## src/rtl/counter_pkg.sv

```systemverilog
`default_nettype none
// ============================================================================
//  Module      : counter_pkg
//  Description : Shared definitions for the prescaled display counter:
//                sequencer state encoding and default sizing constants
//                reused by the sequencer, prescaler and display/top modules.
//  Revision    : 1.0  initial release
// ============================================================================
package counter_pkg;

  // Sequencer states. The encoding is visible on the State status LEDs,
  // so the values are fixed rather than left to the enum defaults.
  typedef enum logic [1:0] {
    ST_IDLE  = 2'b00,
    ST_RUN   = 2'b01,
    ST_PAUSE = 2'b10,
    ST_DONE  = 2'b11
  } state_e;

  // Defaults: one tick per second from a 100 MHz board clock.
  localparam int C_DIV_MAX_DEF   = 99_999_999;
  localparam int C_DIV_WIDTH_DEF = 27;
  localparam int C_CNT_WIDTH_DEF = 4;

endpackage : counter_pkg
`default_nettype wire

```

## src/rtl/counter_seq_ctrl_tick_prescaler.sv

```systemverilog
`default_nettype none
// ============================================================================
//  Module      : tick_prescaler
//  Description : Free-running divide-by-(DIV_MAX+1) counter with hold and
//                clear. Produces a combinational tick event on the cycle the
//                counter sits at DIV_MAX while enabled; the counter wraps to
//                zero on that same edge.
//  Ports       : clk_i      - system clock
//                reset_i    - synchronous active-high reset
//                en_i       - count enable (hold when low)
//                clr_i      - synchronous clear, overrides en_i
//                tick_evt_o - terminal-count event (same cycle as DIV_MAX)
//  Revision    : 1.0  initial release
// ============================================================================
module tick_prescaler #(
  parameter int DIV_MAX   = 99_999_999,
  parameter int DIV_WIDTH = 27
) (
  input  logic clk_i,
  input  logic reset_i,
  input  logic en_i,
  input  logic clr_i,
  output logic tick_evt_o
);

  localparam logic [DIV_WIDTH-1:0] c_div_max = DIV_WIDTH'(DIV_MAX);

  logic [DIV_WIDTH-1:0] div_q;
  logic [DIV_WIDTH-1:0] div_d;
  logic                 w_at_max;

  assign w_at_max = (div_q == c_div_max);

  // A clear (Load/Clear command or leaving RUN for IDLE/DONE) cancels a
  // pending event: the count register is being overwritten that cycle.
  assign tick_evt_o = en_i & ~clr_i & w_at_max;

  always_comb begin
    div_d = div_q;
    if (clr_i) begin
      div_d = '0;
    end else if (en_i) begin
      div_d = w_at_max ? '0 : div_q + DIV_WIDTH'(1);
    end
  end

  always_ff @(posedge clk_i) begin
    if (reset_i) begin
      div_q <= '0;
    end else begin
      div_q <= div_d;
    end
  end

endmodule : tick_prescaler
`default_nettype wire

```

## src/rtl/counter_seq_ctrl.sv

```systemverilog
`default_nettype none
// ============================================================================
//  Module      : counter_seq_ctrl
//  Description : Run/pause/stop sequencer for the prescaled display counter.
//                Single-clock design: the prescaler produces a tick enable
//                and the count register advances on that enable. Button
//                inputs are pre-debounced one-cycle pulses.
//  Ports       : clk_i       - system clock, all logic on posedge
//                reset_i     - synchronous active-high reset, top priority
//                start_i     - begin / resume / restart counting
//                stop_i      - pause counting
//                clear_i     - abort to IDLE, zero count
//                load_i      - preset count from load_val_i
//                load_val_i  - preset value
//                up_i        - 1 = count up, 0 = count down
//                wrap_i      - 1 = wrap at terminal, 0 = stop in DONE
//                limit_i     - up-count terminal / down-count reload value
//                count_o     - registered count
//                tick_o      - registered one-cycle pulse per prescaler wrap
//                done_o      - registered, high only in DONE
//                state_o     - IDLE=00 RUN=01 PAUSE=10 DONE=11
//  Revision    : 1.0  initial release
// ============================================================================
module counter_seq_ctrl
  import counter_pkg::*;
#(
  parameter int DIV_MAX   = C_DIV_MAX_DEF,
  parameter int DIV_WIDTH = C_DIV_WIDTH_DEF,
  parameter int CNT_WIDTH = C_CNT_WIDTH_DEF
) (
  input  logic                 clk_i,
  input  logic                 reset_i,
  input  logic                 start_i,
  input  logic                 stop_i,
  input  logic                 clear_i,
  input  logic                 load_i,
  input  logic [CNT_WIDTH-1:0] load_val_i,
  input  logic                 up_i,
  input  logic                 wrap_i,
  input  logic [CNT_WIDTH-1:0] limit_i,
  output logic [CNT_WIDTH-1:0] count_o,
  output logic                 tick_o,
  output logic                 done_o,
  output logic [1:0]           state_o
);

  state_e               state_q, state_d;
  logic [CNT_WIDTH-1:0] count_q, count_d;
  logic                 tick_q,  tick_d;
  logic                 done_q,  done_d;

  logic                 w_presc_en;
  logic                 w_presc_clr;
  logic                 w_tick_evt;
  logic                 w_terminal;

  // --------------------------------------------------------------------------
  // Prescaler control: runs only in RUN, holds in PAUSE, and is kept at zero
  // in IDLE/DONE so a Start from either always begins a full tick period.
  // --------------------------------------------------------------------------
  assign w_presc_en  = (state_q == ST_RUN);
  assign w_presc_clr = clear_i | load_i |
                       (state_q == ST_IDLE) | (state_q == ST_DONE);

  tick_prescaler #(
    .DIV_MAX   (DIV_MAX),
    .DIV_WIDTH (DIV_WIDTH)
  ) u_tick_prescaler (
    .clk_i      (clk_i),
    .reset_i    (reset_i),
    .en_i       (w_presc_en),
    .clr_i      (w_presc_clr),
    .tick_evt_o (w_tick_evt)
  );

  // Terminal condition is direction dependent: the top end is Limit (and
  // anything above it, e.g. after a Load), the bottom end is zero.
  assign w_terminal = up_i ? (count_q >= limit_i) : (count_q == '0);

  // --------------------------------------------------------------------------
  // Next-state / next-count logic. Command priority below Reset:
  // Clear > Load > Stop > Start.
  // --------------------------------------------------------------------------
  always_comb begin
    state_d = state_q;
    count_d = count_q;
    tick_d  = 1'b0;

    if (clear_i) begin
      state_d = ST_IDLE;
      count_d = '0;
    end else if (load_i) begin
      count_d = load_val_i;
      if (state_q == ST_DONE) begin
        state_d = ST_IDLE;
      end
    end else begin
      case (state_q)
        ST_IDLE: begin
          if (start_i) begin
            state_d = ST_RUN;
          end
        end

        ST_RUN: begin
          if (w_tick_evt) begin
            tick_d = 1'b1;
            if (w_terminal) begin
              if (wrap_i) begin
                count_d = up_i ? '0 : limit_i;
              end
            end else begin
              count_d = up_i ? count_q + CNT_WIDTH'(1)
                             : count_q - CNT_WIDTH'(1);
            end
          end
          // A coincident Stop still lets the tick update land, then pauses;
          // the terminal is re-evaluated on the first tick after resuming.
          if (stop_i) begin
            state_d = ST_PAUSE;
          end else if (w_tick_evt && w_terminal && !wrap_i) begin
            state_d = ST_DONE;
          end
        end

        ST_PAUSE: begin
          if (start_i) begin
            state_d = ST_RUN;
          end
        end

        ST_DONE: begin
          if (start_i) begin
            state_d = ST_RUN;
            count_d = up_i ? '0 : limit_i;
          end
        end

        default: begin
          state_d = ST_IDLE;
        end
      endcase
    end

    done_d = (state_d == ST_DONE);
  end

  always_ff @(posedge clk_i) begin
    if (reset_i) begin
      state_q <= ST_IDLE;
      count_q <= '0;
      tick_q  <= 1'b0;
      done_q  <= 1'b0;
    end else begin
      state_q <= state_d;
      count_q <= count_d;
      tick_q  <= tick_d;
      done_q  <= done_d;
    end
  end

  assign count_o = count_q;
  assign tick_o  = tick_q;
  assign done_o  = done_q;
  assign state_o = state_q;

endmodule : counter_seq_ctrl
`default_nettype wire

```

## config.mk

```make
export PLATFORM = sky130hd
export DESIGN_NAME = counter_seq_ctrl
export DESIGN_NICKNAME = d
export VERILOG_FILES = /design/src/rtl/counter_pkg.sv /design/src/rtl/counter_seq_ctrl_tick_prescaler.sv /design/src/rtl/counter_seq_ctrl.sv
export SDC_FILE = /design/constraint.sdc
export NUM_CORES = 1
export LEC_CHECK = 0
export CORE_ASPECT_RATIO = 0.5
export CORE_MARGIN = 2
export CORE_UTILIZATION = 38
export CTS_CLUSTER_SIZE = 28
export DETAILED_ROUTE_END_ITERATION = 7
export PLACE_DENSITY = 0.61
export SYNTH_ARGS = -nofsm -noshare
export SYNTH_HDL_FRONTEND = slang
export SYNTH_SLANG_ARGS = --single-unit
```

## constraint.sdc

```tcl
create_clock -name clk_i -period 3.25 [get_ports clk_i]
set_clock_uncertainty 0.05 [all_clocks]
set_input_delay 0.325 -clock clk_i [delete_from_list [all_inputs] [get_ports clk_i]]
set_output_delay 0.325 -clock clk_i [all_outputs]
set_load 0.03 [all_outputs]
```

==> impl_table.tex, run 1 <==
\begin{tabular}{lr}
\hline
Metric & Value \\
\hline
\multicolumn{2}{l}{\textbf{Setup path}} \\
CP arrival & 2.46 ns \\
Origin of the critical flop-to-flop path & state\_o[0] \\
Worst setup path category & primary input to flip-flop \\
Kind of end point of the critical path & flip-flop \\
Startpoint class of the critical path & primary input \\
Critical path origin & limit\_i[3] \\
Largest fanout on the critical path & 9 \\
Critical path required time & 3.36 ns \\
\multicolumn{2}{l}{\textbf{Synth}} \\
Share of Yosys cell area claimed by the top area cell type & 35.2\% \\
Cell count after synthesis & 234 \\
Most frequent cells after synthesis & 39 x sky130\_fd\_sc\_hd\_\_nor2\_1, 35 x sky130\_fd\_sc\_hd\_\_dfxtp\_1, 20 x sky130\_fd\_sc\_hd\_\_xnor2\_1 \\
Most area-consuming cells after synthesis & sky130\_fd\_sc\_hd\_\_dfxtp\_1 35\%, sky130\_fd\_sc\_hd\_\_xnor2\_1 8.8\%, sky130\_fd\_sc\_hd\_\_nor2\_1 7.4\% \\
Flip-flop cell with the highest count after synthesis & sky130\_fd\_sc\_hd\_\_dfxtp\_1 \\
Total standard cell area after synthesis & 1990 um2 \\
Synthesized netlist net count & 258 \\
Share of the yosys chip area belonging to registers & 35.2\% \\
Fraction of registers with async set or reset after synthesis & 0\% \\
Library cell with the highest instance count after synthesis & sky130\_fd\_sc\_hd\_\_nor2\_1 \\
Number of flops mapped to enable cells by yosys & 0 \\
Yosys Warn Count & 0 \\
Total of flip-flops plus latches after synthesis & 35 \\
Unique cell type count in the Yosys netlist & 52 \\
Synth Area per Inst & 8.50 um2 \\
Cell taking the most area after synthesis & sky130\_fd\_sc\_hd\_\_dfxtp\_1 \\
\multicolumn{2}{l}{\textbf{Clock network}} \\
TritonCTS clock tree & yes \\
Worst-skew pair later-pin latency & 0.29 ns \\
Post CTS Setup Buffer Count & 0 \\
Worst-path clk slew & 0.07 ns \\
Number of sinks driven by the clock tree & 35 \\
Clock tree root driver cell & sky130\_fd\_sc\_hd\_\_clkbuf\_8 \\
Clock H-tree levels & 2 \\
Total CTS buffers & 5 \\
Number of hold buffers added after CTS & 0 \\
Count of instances resized after the clock tree is built & 0 \\
Clock buffer depth & 2 \\
\multicolumn{2}{l}{\textbf{Timing}} \\
Final hold slack & 0.464 ns \\
Setup ws final & 0.895 ns \\
Peak Freq & 425 MHz \\
Ratio of final minimum period to clock period & 72.5\% \\
Endpoints failing hold & 0 \\
Setup repair after global routing missed its margin & no \\
Final setup TNS & 0 ns \\
Headroom to the max-slew limit & 51.9\% \\
Count of endpoints failing setup in the final report & 0 \\
Final Max Slew Viols & 0 \\
Slew at the pin closest to its max-slew limit & 0.721 ns \\
Min Tclk post-route & 2.36 ns \\
\multicolumn{2}{l}{\textbf{Placed design}} \\
Number of placed instances, taps included & 319 \\
Final HPWL DP & 3050 um \\
GP Congestion & 0.820 \\
Cell area after placement & 2260 um2 \\
Setup slack at placement & 0.591 ns \\
Number of input and output port buffers inserted & 23 \\
\multicolumn{2}{l}{\textbf{Power and ir drop}} \\
Clock share of power & 47.0\% \\
Total power after layout & 0.989 mW \\
Combinational group share of total power & 8.9\% \\
Ratio of total power to cell area & 413 nW/um2 \\
Switching part of the total power & 20.9\% \\
Worst IR Drop VDD & 179 uV \\
Reported leakage power & 0.763 nW \\
Power dissipated by switching net loads & 0.207 mW \\
Register share of total power & 44.1\% \\
Cell-internal power & 0.782 mW \\
\multicolumn{2}{l}{\textbf{Finish}} \\
Final instance area & 2390 um2 \\
Antenna diodes & 0 \\
Fin nets & 280 \\
Relative area change from synthesis to final layout & 20.4\% \\
Non-filler cells, final & 327 \\
Share of cells above drive strength 1 & 7.78\% \\
Final Util & 48.1\% \\
\multicolumn{2}{l}{\textbf{Floorplanning}} \\
Placement Rows & 18 \\
Initial core utilization & 39.9\% \\
Core area & 4980 um2 \\
DIE WIDTH & 106 um \\
Die Footprint & 5860 um2 \\
Die height & 55.1 um \\
Number of top-level pins & 24 \\
\multicolumn{2}{l}{\textbf{GRT}} \\
Number of antenna violations at the first check in global routing & 0 \\
GRT Residual Overflow & 0 \\
Fraction of met1 tracks used by global routing & 19.5\% \\
Met2 demand-to-capacity share in global routing & 26.4\% \\
Global Route met3 Usage & 5.50\% \\
Most used routing layer & met2 \\
Vias in the first global route & 1579 \\
Total global-route track usage & 16.0\% \\
Largest net degree at the start of global routing & 28 \\
Global-route wire length before repair & 7090 um \\
\multicolumn{2}{l}{\textbf{Detailed routing}} \\
Avg Vias per Cell & 5.12 \\
Post-detailed-route count of antenna-violating nets & 0 \\
Iteration-0 DRC count of the detailed router & 66 \\
Initial DRT Pass Iterations & 6 \\
Total number of vias & 1674 \\
Total length of routed wires & 4260 um \\
Routed len/inst & 13.0 um \\
DRC violation count after routing & 0 \\
\multicolumn{2}{l}{\textbf{Flow run}} \\
Max Cap Violations & 0 \\
\multicolumn{2}{l}{\textbf{Hold path}} \\
Hold WC Path Type & flip-flop to flip-flop \\
Hold path startpoint & u\_tick\_prescaler.div\_q[6] \\
\multicolumn{2}{l}{\textbf{Outcome}} \\
Run status & finished clean \\
\hline
\end{tabular}
-- sequential cells by signal, indices dropped and copies added (netlist names) --
name	count
count_o	4
done_o	1
state_o	2
tick_o	1
u_tick_prescaler.div_q	27
-- cell type report --
type                    instances  area [um2]
well taps                      70        87.6
repair buffers                 23         230
clock inverters                 2        60.1
multi-input cells             179        1200
clock buffers                   6        72.6
fillers                       486        2580
inverters                      12        45.0
flip-flops and latches         35         701
-- power groups by stage --
stage	sequential [mW]	combinational, mW	clock [mW]
after detailed placement	0.446	0.0875	0
after global routing	0.436	0.0975	0.496
after CTS	0.436	0.0882	0.476
final	0.436	0.0877	0.465
after global placement	0.446	0.0864	0
after floorplan	0.450	0.0468	0
-- worst max-delay path: stages --
cell and delay [ns]:
sky130_fd_sc_hd__clkdlybuf4s50_1 0.45, sky130_fd_sc_hd__inv_1 0.06, sky130_fd_sc_hd__ha_1 0.30, sky130_fd_sc_hd__o211ai_1 0.08, sky130_fd_sc_hd__o211ai_1 0.58, sky130_fd_sc_hd__a211oi_1 0.18, sky130_fd_sc_hd__o21ai_0 0.34, sky130_fd_sc_hd__o32ai_1 0.14
-- per-layer routing --
layer  vias to the layer above  wire [um]
met2                        24       1850
met5                         -          0
li1                        882          -
met4                         0         48
met1                       762       2190
met3                         6        169
-- placed cells by master (no fill, tap or decap), types with 2 or more instances in the layout --
cell / n
sky130_fd_sc_hd__nor4b_1: 3
sky130_fd_sc_hd__and2_1: 2
sky130_fd_sc_hd__nor2b_1: 3
sky130_fd_sc_hd__and4_2: 2
sky130_fd_sc_hd__o221ai_1: 2
sky130_fd_sc_hd__a31o_2: 2
sky130_fd_sc_hd__xor2_1: 8
sky130_fd_sc_hd__o32ai_1: 2
sky130_fd_sc_hd__clkbuf_8: 5
sky130_fd_sc_hd__bufinv_16: 2
sky130_fd_sc_hd__nand2_1: 16
sky130_fd_sc_hd__o22ai_1: 2
sky130_fd_sc_hd__inv_1: 12
sky130_fd_sc_hd__nor2_1: 39
sky130_fd_sc_hd__ha_1: 7
sky130_fd_sc_hd__and3_1: 3
sky130_fd_sc_hd__dfxtp_1: 35
sky130_fd_sc_hd__clkdlybuf4s50_1: 23
sky130_fd_sc_hd__nor4_1: 7
sky130_fd_sc_hd__xnor2_1: 20
sky130_fd_sc_hd__a21oi_1: 7
sky130_fd_sc_hd__and4b_1: 2
sky130_fd_sc_hd__nand4_2: 2
sky130_fd_sc_hd__o211ai_1: 2
sky130_fd_sc_hd__a221oi_1: 2
sky130_fd_sc_hd__nor3_1: 7
sky130_fd_sc_hd__nand3_1: 9
sky130_fd_sc_hd__nand4_1: 7
-- cells by family (layout without fill, tap and decap cells) --
logic type               after synthesis  count (layout)  synth area share [%]
XOR/XNOR                              28              28                  12.3
flip-flops                            35              35                  35.2
multiplexers                           2               2                  1.07
AO/OA/AOI/OAI                         30              30                  11.4
buffers and inverters                 20              43                  4.53
adder cells (fa/ha/maj)                8               8                  5.41
AND/OR/NAND/NOR                      111             111                  30.0
-- path summary, 6_finish.rpt --
check | endpoint | slack (ns) | depth (start not counted)
min reg2reg | u_tick_prescaler.div_q[6] | 0.46 | 2
max | count_o[1] | 0.89 | 8
max reg2reg | u_tick_prescaler.div_q[4] | 0.91 | 5
min | u_tick_prescaler.div_q[6] | 0.46 | 2
(Power assumes the default switching activity.)
==> run 2, diff against run 1 <==
--- a/config.mk
+++ b/config.mk
@@ -10,7 +10,7 @@
 export CORE_UTILIZATION = 38
 export CTS_CLUSTER_SIZE = 28
 export DETAILED_ROUTE_END_ITERATION = 7
-export PLACE_DENSITY = 0.61
+export PLACE_DENSITY = 0.63
 export SYNTH_ARGS = -nofsm -noshare
 export SYNTH_HDL_FRONTEND = slang
 export SYNTH_SLANG_ARGS = --single-unit
==> constraint.sdc (replaced) <==
create_clock -name clk_i -period 2 [get_ports clk_i]
set_clock_uncertainty 0.05 [all_clocks]
set_input_delay 0.2 -clock clk_i [delete_from_list [all_inputs] [get_ports clk_i]]
set_output_delay 0.2 -clock clk_i [all_outputs]
set_load 0.03 [all_outputs]
==> run 2 against run 1 <==
Effect of this change:
- worst hold slack worse by 0.033 ns
- sequential share of layout area is 3.2 points lower
- critical path depth is 2 lower
- clock-buffer cell count is 1 lower
- final cell count is 8.9% higher
- power is 45% higher
- first-iteration DRC count is 11% higher
- flip-flop and latch count stayed put
- final area is 14% higher
- wire length is 14% higher
==> impl_table.tex, run 2 (same netlist as run 1, synthesis figures left out) <==
\begin{tabular}{lr}
\hline
Metric & Value \\
\hline
\multicolumn{2}{l}{\textbf{GRT}} \\
Global-route wire length before repair & 8070 um \\
GRT Residual Overflow & 0 \\
Largest net degree at the start of global routing & 21 \\
Vias in the first global route & 1812 \\
Total global-route track usage & 17.6\% \\
Number of antenna violations at the first check in global routing & 0 \\
\multicolumn{2}{l}{\textbf{Floorplanning}} \\
Number of top-level pins & 24 \\
Initial core utilization & 39.9\% \\
DIE WIDTH & 106 um \\
Die height & 55.1 um \\
Die Footprint & 5860 um2 \\
Core area & 4980 um2 \\
Placement Rows & 18 \\
\multicolumn{2}{l}{\textbf{Finish}} \\
Most frequent cells in the layout & 39 x sky130\_fd\_sc\_hd\_\_nor2\_1, 28 x sky130\_fd\_sc\_hd\_\_dfxtp\_1, 27 x sky130\_fd\_sc\_hd\_\_buf\_4 \\
Fin nets & 309 \\
Relative area change from synthesis to final layout & 37.6\% \\
Most common cell after layout, fill and taps aside & sky130\_fd\_sc\_hd\_\_nor2\_1 \\
Share of cells above drive strength 1 & 28.0\% \\
Final instance area & 2740 um2 \\
Largest register FFs & 27 \\
Antenna diodes & 0 \\
Register name with the most flops & u\_tick\_prescaler.div\_q \\
\multicolumn{2}{l}{\textbf{Timing}} \\
Final setup TNS & 0 ns \\
Endpoints failing hold & 0 \\
Min Tclk post-route & 1.95 ns \\
Count of endpoints failing setup in the final report & 0 \\
Setup repair after global routing missed its margin & yes \\
Final Max Slew Viols & 0 \\
Headroom to the max-slew limit & 65.4\% \\
Ratio of final minimum period to clock period & 97.4\% \\
Peak Freq & 513 MHz \\
Slew at the pin closest to its max-slew limit & 0.505 ns \\
Final hold slack & 0.431 ns \\
\multicolumn{2}{l}{\textbf{Placed design}} \\
Final HPWL DP & 3410 um \\
Cell area after placement & 2460 um2 \\
Number of input and output port buffers inserted & 23 \\
GP Congestion & 0.823 \\
\multicolumn{2}{l}{\textbf{Setup path}} \\
Critical R2R Capture & state\_o[1] \\
Critical Path End & state\_o[1] \\
Largest fanout on the critical path & 3 \\
Critical path origin & u\_tick\_prescaler.div\_q[0] \\
Kind of end point of the critical path & flip-flop \\
Number of cells traversed by the worst register-to-register path & 6 \\
Startpoint class of the critical path & flip-flop \\
Worst setup path category & flip-flop to flip-flop \\
Origin of the critical flop-to-flop path & u\_tick\_prescaler.div\_q[0] \\
Critical path required time & 2.17 ns \\
CP arrival & 2.12 ns \\
R2R Setup Slk & 0.05 ns \\
\multicolumn{2}{l}{\textbf{Clock network}} \\
Worst-path clk slew & 0.08 ns \\
Clock buffer depth & 2 \\
Worst-skew pair later-pin latency & 0.29 ns \\
Clock tree root driver cell & sky130\_fd\_sc\_hd\_\_clkbuf\_8 \\
TritonCTS clock tree & yes \\
Total CTS buffers & 5 \\
Clock H-tree levels & 2 \\
Number of sinks driven by the clock tree & 35 \\
Number of hold buffers added after CTS & 0 \\
\multicolumn{2}{l}{\textbf{Detailed routing}} \\
Total length of routed wires & 4860 um \\
Avg Vias per Cell & 5.26 \\
Post-detailed-route count of antenna-violating nets & 0 \\
Total number of vias & 1871 \\
Initial DRT Pass Iterations & 4 \\
Iteration-0 DRC count of the detailed router & 73 \\
DRC violation count after routing & 0 \\
Routed len/inst & 13.7 um \\
\multicolumn{2}{l}{\textbf{Flow run}} \\
Max Cap Violations & 0 \\
\multicolumn{2}{l}{\textbf{Hold path}} \\
Hold WC Path Type & primary input to flip-flop \\
\multicolumn{2}{l}{\textbf{Power and ir drop}} \\
Total power after layout & 1.43 mW \\
Ratio of total power to cell area & 524 nW/um2 \\
Worst IR Drop VDD & 251 uV \\
Reported leakage power & 0.932 nW \\
\multicolumn{2}{l}{\textbf{Outcome}} \\
Run status & finished clean \\
\hline
\end{tabular}
-- run 2: changes by cell type in the layout (fill, tap and decap cells not counted), sizes merged --
cell           previous run  this run
clkinv                    0         1
inv                      12        13
bufinv                    2         0
clkdlybuf4s50            23        19
o211ai                    2         3
clkbuf                    6         5
dlymetal6s2s              0         4
clkinvlp                  0         1
buf                       0        28
-- run 2: power by group --
group	total, mW	internal (mW)	leakage (nW)	switching (mW)
Clock	0.511	0.243	0.0445	0.268
Sequential	0.708	0.701	0.286	0.00719
Combinational	0.214	0.115	0.602	0.0989
Total	1.43	1.06	0.932	0.374
-- run 2: worst min path at each step --
stage                                    from                        end  slack, ns  cells past startpoint
finish                             limit_i[1]                 count_o[1]       0.43                      4
global route                       limit_i[1]                 count_o[1]       0.46                      4
CTS                             load_val_i[1]                 count_o[1]       0.47                      3
detailed placement  u_tick_prescaler.div_q[6]  u_tick_prescaler.div_q[6]       0.46                      2
global placement    u_tick_prescaler.div_q[6]  u_tick_prescaler.div_q[6]       0.45                      2
floorplan                             reset_i                 state_o[1]       0.33                      2
-- run 2: timing repair --
item,CTS,global route
endpoints found under the setup margin,6,10
gates cloned,1,0
endpoints found under the hold margin,0,0
pin swaps,5,17
gates resized for setup,6,29
buffers inserted,2,2
-- run 2: critical path, cell delays in order (launching register included) --
cell,delay [ns]
sky130_fd_sc_hd__dfxtp_2,0.35
sky130_fd_sc_hd__ha_2,0.17
sky130_fd_sc_hd__and4b_2,0.30
sky130_fd_sc_hd__nand3_4,0.08
sky130_fd_sc_hd__or3_4,0.37
sky130_fd_sc_hd__o41a_1,0.42
sky130_fd_sc_hd__nor2_1,0.14
-- run 2: per-layer routing --
| metal | vias to the layer above | GRT usage, % | wire length (um) |
|---|---|---|---|
| met3 | 7 | 4.57 | 191 |
| met5 | - | 0 | 0 |
| met1 | 892 | 20.8 | 2380 |
| li1 | 939 | - | - |
| met2 | 33 | 32.5 | 2240 |
| met4 | 0 | 5.92 | 52 |
-- run 2: area by class of cell --
type                       instances  area [um2]
inverter                          12        47.5
multi-input combinational        180        1340
clock inverter                     3        18.8
clock buffer                       5        68.8
sequential                        35         712
tap                               70        87.6
fill                             448        2240
timing repair buffer              51         463
-- run 2: per-stage QoR --
| stage | setup slack (ns) | utilization (%) | cells |
|---|---|---|---|
| after floorplan | -0.0159 | - | 234 |
| after global placement | -0.415 | 49.4 | 343 |
| after detailed placement | -0.426 | 49.4 | 343 |
| after CTS | 0.00484 | 52.2 | 354 |
| after global routing | -0.0264 | 55.0 | 356 |
| final | 0.0518 | 55.0 | 356 |
==> run 3, diff against run 2 <==
--- a/config.mk
+++ b/config.mk
@@ -11,6 +11,7 @@
 export CTS_CLUSTER_SIZE = 28
 export DETAILED_ROUTE_END_ITERATION = 7
 export PLACE_DENSITY = 0.63
+export REMOVE_ABC_BUFFERS = 1
 export SYNTH_ARGS = -nofsm -noshare
 export SYNTH_HDL_FRONTEND = slang
 export SYNTH_SLANG_ARGS = --single-unit
==> run 3 against run 2 <==
Effect of this change:
- the run now ends with negative setup slack left
- first-iteration DRC count down 34%
- combinational power about the same
- final area down 0.41%
- setup slack worse by 0.059 ns
- final cell count down 0.28%
- non-clock buffer count unchanged
- wire length up 0.43%
- critical path depth up 2
- sequential share of layout area down 0.17 points
- maximum frequency down 2.9%
==> impl_table.tex, run 3 (same netlist as run 1, synthesis figures left out) <==
\begin{tabular}{lr}
\hline
Metric & Value \\
\hline
\multicolumn{2}{l}{\textbf{Timing}} \\
Slew at the pin closest to its max-slew limit & 0.502 ns \\
Final setup TNS & -0.0121 ns \\
Setup ws final & -0.00723 ns \\
Count of endpoints failing setup in the final report & 2 \\
Min Tclk post-route & 2.01 ns \\
Headroom to the max-slew limit & 66.4\% \\
Peak Freq & 498 MHz \\
Endpoints failing hold & 0 \\
Final Max Slew Viols & 0 \\
Ratio of final minimum period to clock period & 100\% \\
\multicolumn{2}{l}{\textbf{Clock network}} \\
Clock buffer depth & 2 \\
Worst-skew pair later-pin latency & 0.28 ns \\
Worst-path clk slew & 0.07 ns \\
Number of sinks driven by the clock tree & 35 \\
Clock tree root driver cell & sky130\_fd\_sc\_hd\_\_clkbuf\_8 \\
Clock H-tree levels & 2 \\
TritonCTS clock tree & yes \\
Total CTS buffers & 5 \\
\multicolumn{2}{l}{\textbf{Hold path}} \\
Hold WC Path Type & flip-flop to flip-flop \\
\multicolumn{2}{l}{\textbf{Floorplanning}} \\
Core area & 4980 um2 \\
Die height & 55.1 um \\
Placement Rows & 18 \\
Die Footprint & 5860 um2 \\
Number of top-level pins & 24 \\
DIE WIDTH & 106 um \\
Initial core utilization & 39.9\% \\
\multicolumn{2}{l}{\textbf{Finish}} \\
Register cell area after layout & 704 um2 \\
Relative area change from synthesis to final layout & 37.0\% \\
Non-filler cells, final & 355 \\
Most frequent cells in the layout & 39 x sky130\_fd\_sc\_hd\_\_nor2\_1, 32 x sky130\_fd\_sc\_hd\_\_dfxtp\_1, 26 x sky130\_fd\_sc\_hd\_\_buf\_4 \\
Register name with the most flops & u\_tick\_prescaler.div\_q \\
Largest register FFs & 27 \\
Most common cell after layout, fill and taps aside & sky130\_fd\_sc\_hd\_\_nor2\_1 \\
Share of cells above drive strength 1 & 23.9\% \\
Antenna diodes & 0 \\
Fin nets & 308 \\
Area of the multi-input gates & 1290 um2 \\
FILL cells & 439 \\
\multicolumn{2}{l}{\textbf{Outcome}} \\
Failing checks & negative setup slack \\
Run status & finished, violations left \\
\multicolumn{2}{l}{\textbf{Placed design}} \\
GP Congestion & 0.830 \\
Number of placed instances, taps included & 345 \\
Final HPWL DP & 3430 um \\
Number of input and output port buffers inserted & 23 \\
\multicolumn{2}{l}{\textbf{Power and ir drop}} \\
Clock share of power & 45.2\% \\
Reported leakage power & 0.936 nW \\
Switching part of the total power & 21.6\% \\
Worst IR Drop VDD & 416 uV \\
Register share of total power & 42.2\% \\
Ratio of total power to cell area & 614 nW/um2 \\
Combinational group share of total power & 12.7\% \\
Power dissipated by switching net loads & 0.361 mW \\
Cell-internal power & 1.31 mW \\
\multicolumn{2}{l}{\textbf{Setup path}} \\
Worst setup path category & primary input to flip-flop \\
CP arrival & 2.15 ns \\
Critical path required time & 2.14 ns \\
Kind of end point of the critical path & flip-flop \\
Library cell contributing the largest single delay on the critical path & sky130\_fd\_sc\_hd\_\_clkdlybuf4s50\_1 \\
Cell-by-cell trace of the critical path & clkdlybuf4s50\_1, ha\_4, nor3b\_2, o211ai\_1, buf\_4, a211oi\_2, o21ai\_2, o32ai\_1 \\
Startpoint class of the critical path & primary input \\
CP max stage delay & 0.55 ns \\
Largest fanout on the critical path & 3 \\
\multicolumn{2}{l}{\textbf{Detailed routing}} \\
Avg Vias per Cell & 5.21 \\
Total length of routed wires & 4880 um \\
Total number of vias & 1851 \\
Initial DRT Pass Iterations & 4 \\
Post-detailed-route count of antenna-violating nets & 0 \\
DRC violation count after routing & 0 \\
Iteration-0 DRC count of the detailed router & 48 \\
Routed len/inst & 13.8 um \\
\multicolumn{2}{l}{\textbf{GRT}} \\
Largest net degree at the start of global routing & 21 \\
Total global-route track usage & 17.0\% \\
Vias in the first global route & 1727 \\
Number of antenna violations at the first check in global routing & 0 \\
GRT Residual Overflow & 0 \\
Global-route wire length before repair & 7640 um \\
\multicolumn{2}{l}{\textbf{Flow run}} \\
Max Cap Violations & 0 \\
\hline
\end{tabular}
-- run 3: changes by cell type in the layout (fill, tap and decap cells not counted), sizes merged --
| cell | change |
|---|---|
| dlygate4sd2 | +1 |
| clkinv | -1 |
| dlymetal6s2s | -2 |
| inv | -1 |
| bufinv | +2 |
| clkinvlp | -1 |
| clkdlybuf4s50 | +1 |
| o211ai | -1 |
| clkbuf | +1 |
-- run 3: cell type report --
class / instances / area share (%)
Clock buffer: 6 / 2.66
Clock inverter: 2 / 2.20
Inverter: 12 / 1.65
Multi-Input combinational cell: 179 / 47.5
Sequential cell: 35 / 25.9
Tap cell: 70 / 3.22
Timing Repair Buffer: 51 / 16.9
-- run 3: power by group through the flow --
stage	clock (mW)	combinational (mW)	sequential [mW]
after floorplan	0	0.0730	0.731
after global placement	0	0.179	0.721
after detailed placement	0	0.181	0.721
after CTS	0.773	0.189	0.704
after global routing	0.799	0.229	0.706
final	0.755	0.212	0.706
-- run 3: routing by layer --
metal  vias up  part of all wire [%]  global-route usage, %
met5         -                     0                      0
met4         0                  0.66                   5.92
met3         6                   4.4                   4.33
met2        40                    47                   30.0
met1       863                    48                   20.9
li1        942                     -                      -
-- run 3: worst paths after layout --
kind | cells after the start | end | slack (ns) | start
setup / recovery | 8 | count_o[1] | -0.007 | limit_i[0]
hold / removal | 2 | u_tick_prescaler.div_q[6] | 0.47 | u_tick_prescaler.div_q[6]
setup reg to reg | 8 | count_o[1] | 0.04 | count_o[0]
hold reg to reg | 2 | u_tick_prescaler.div_q[6] | 0.47 | u_tick_prescaler.div_q[6]
-- run 3: critical path: cells and delay by family --
| kind | cells | cell delay (ns) |
|---|---|---|
| AOI/OAI and AO/OA | 4 | 0.83 |
| adders and majority gates | 1 | 0.23 |
| and+or+nand+nor | 1 | 0.15 |
| buffers and inverters | 2 | 0.74 |
-- run 3: metrics by stage --
step	hold slack, ns	total power, mW	setup slack, ns	cell area, um2	util (%)
after detailed placement	0.446	0.902	-0.320	2470	49.6
after global routing	0.487	1.73	-0.0649	2720	54.7
final	0.474	1.67	-0.00723	2720	54.7
after CTS	0.470	1.67	0.00123	2640	53.0
after floorplan	0.227	0.804	-0.204	1940	-
after global placement	0.444	0.900	-0.276	2470	49.6
-- run 3: repair_timing --
action | in CTS | in global routing
hold buffers | 0 | 0
buffers inserted | 1 | 1
gates resized for setup | 8 | 19
pin swaps | 4 | 7
endpoints found under the setup margin | 5 | 8
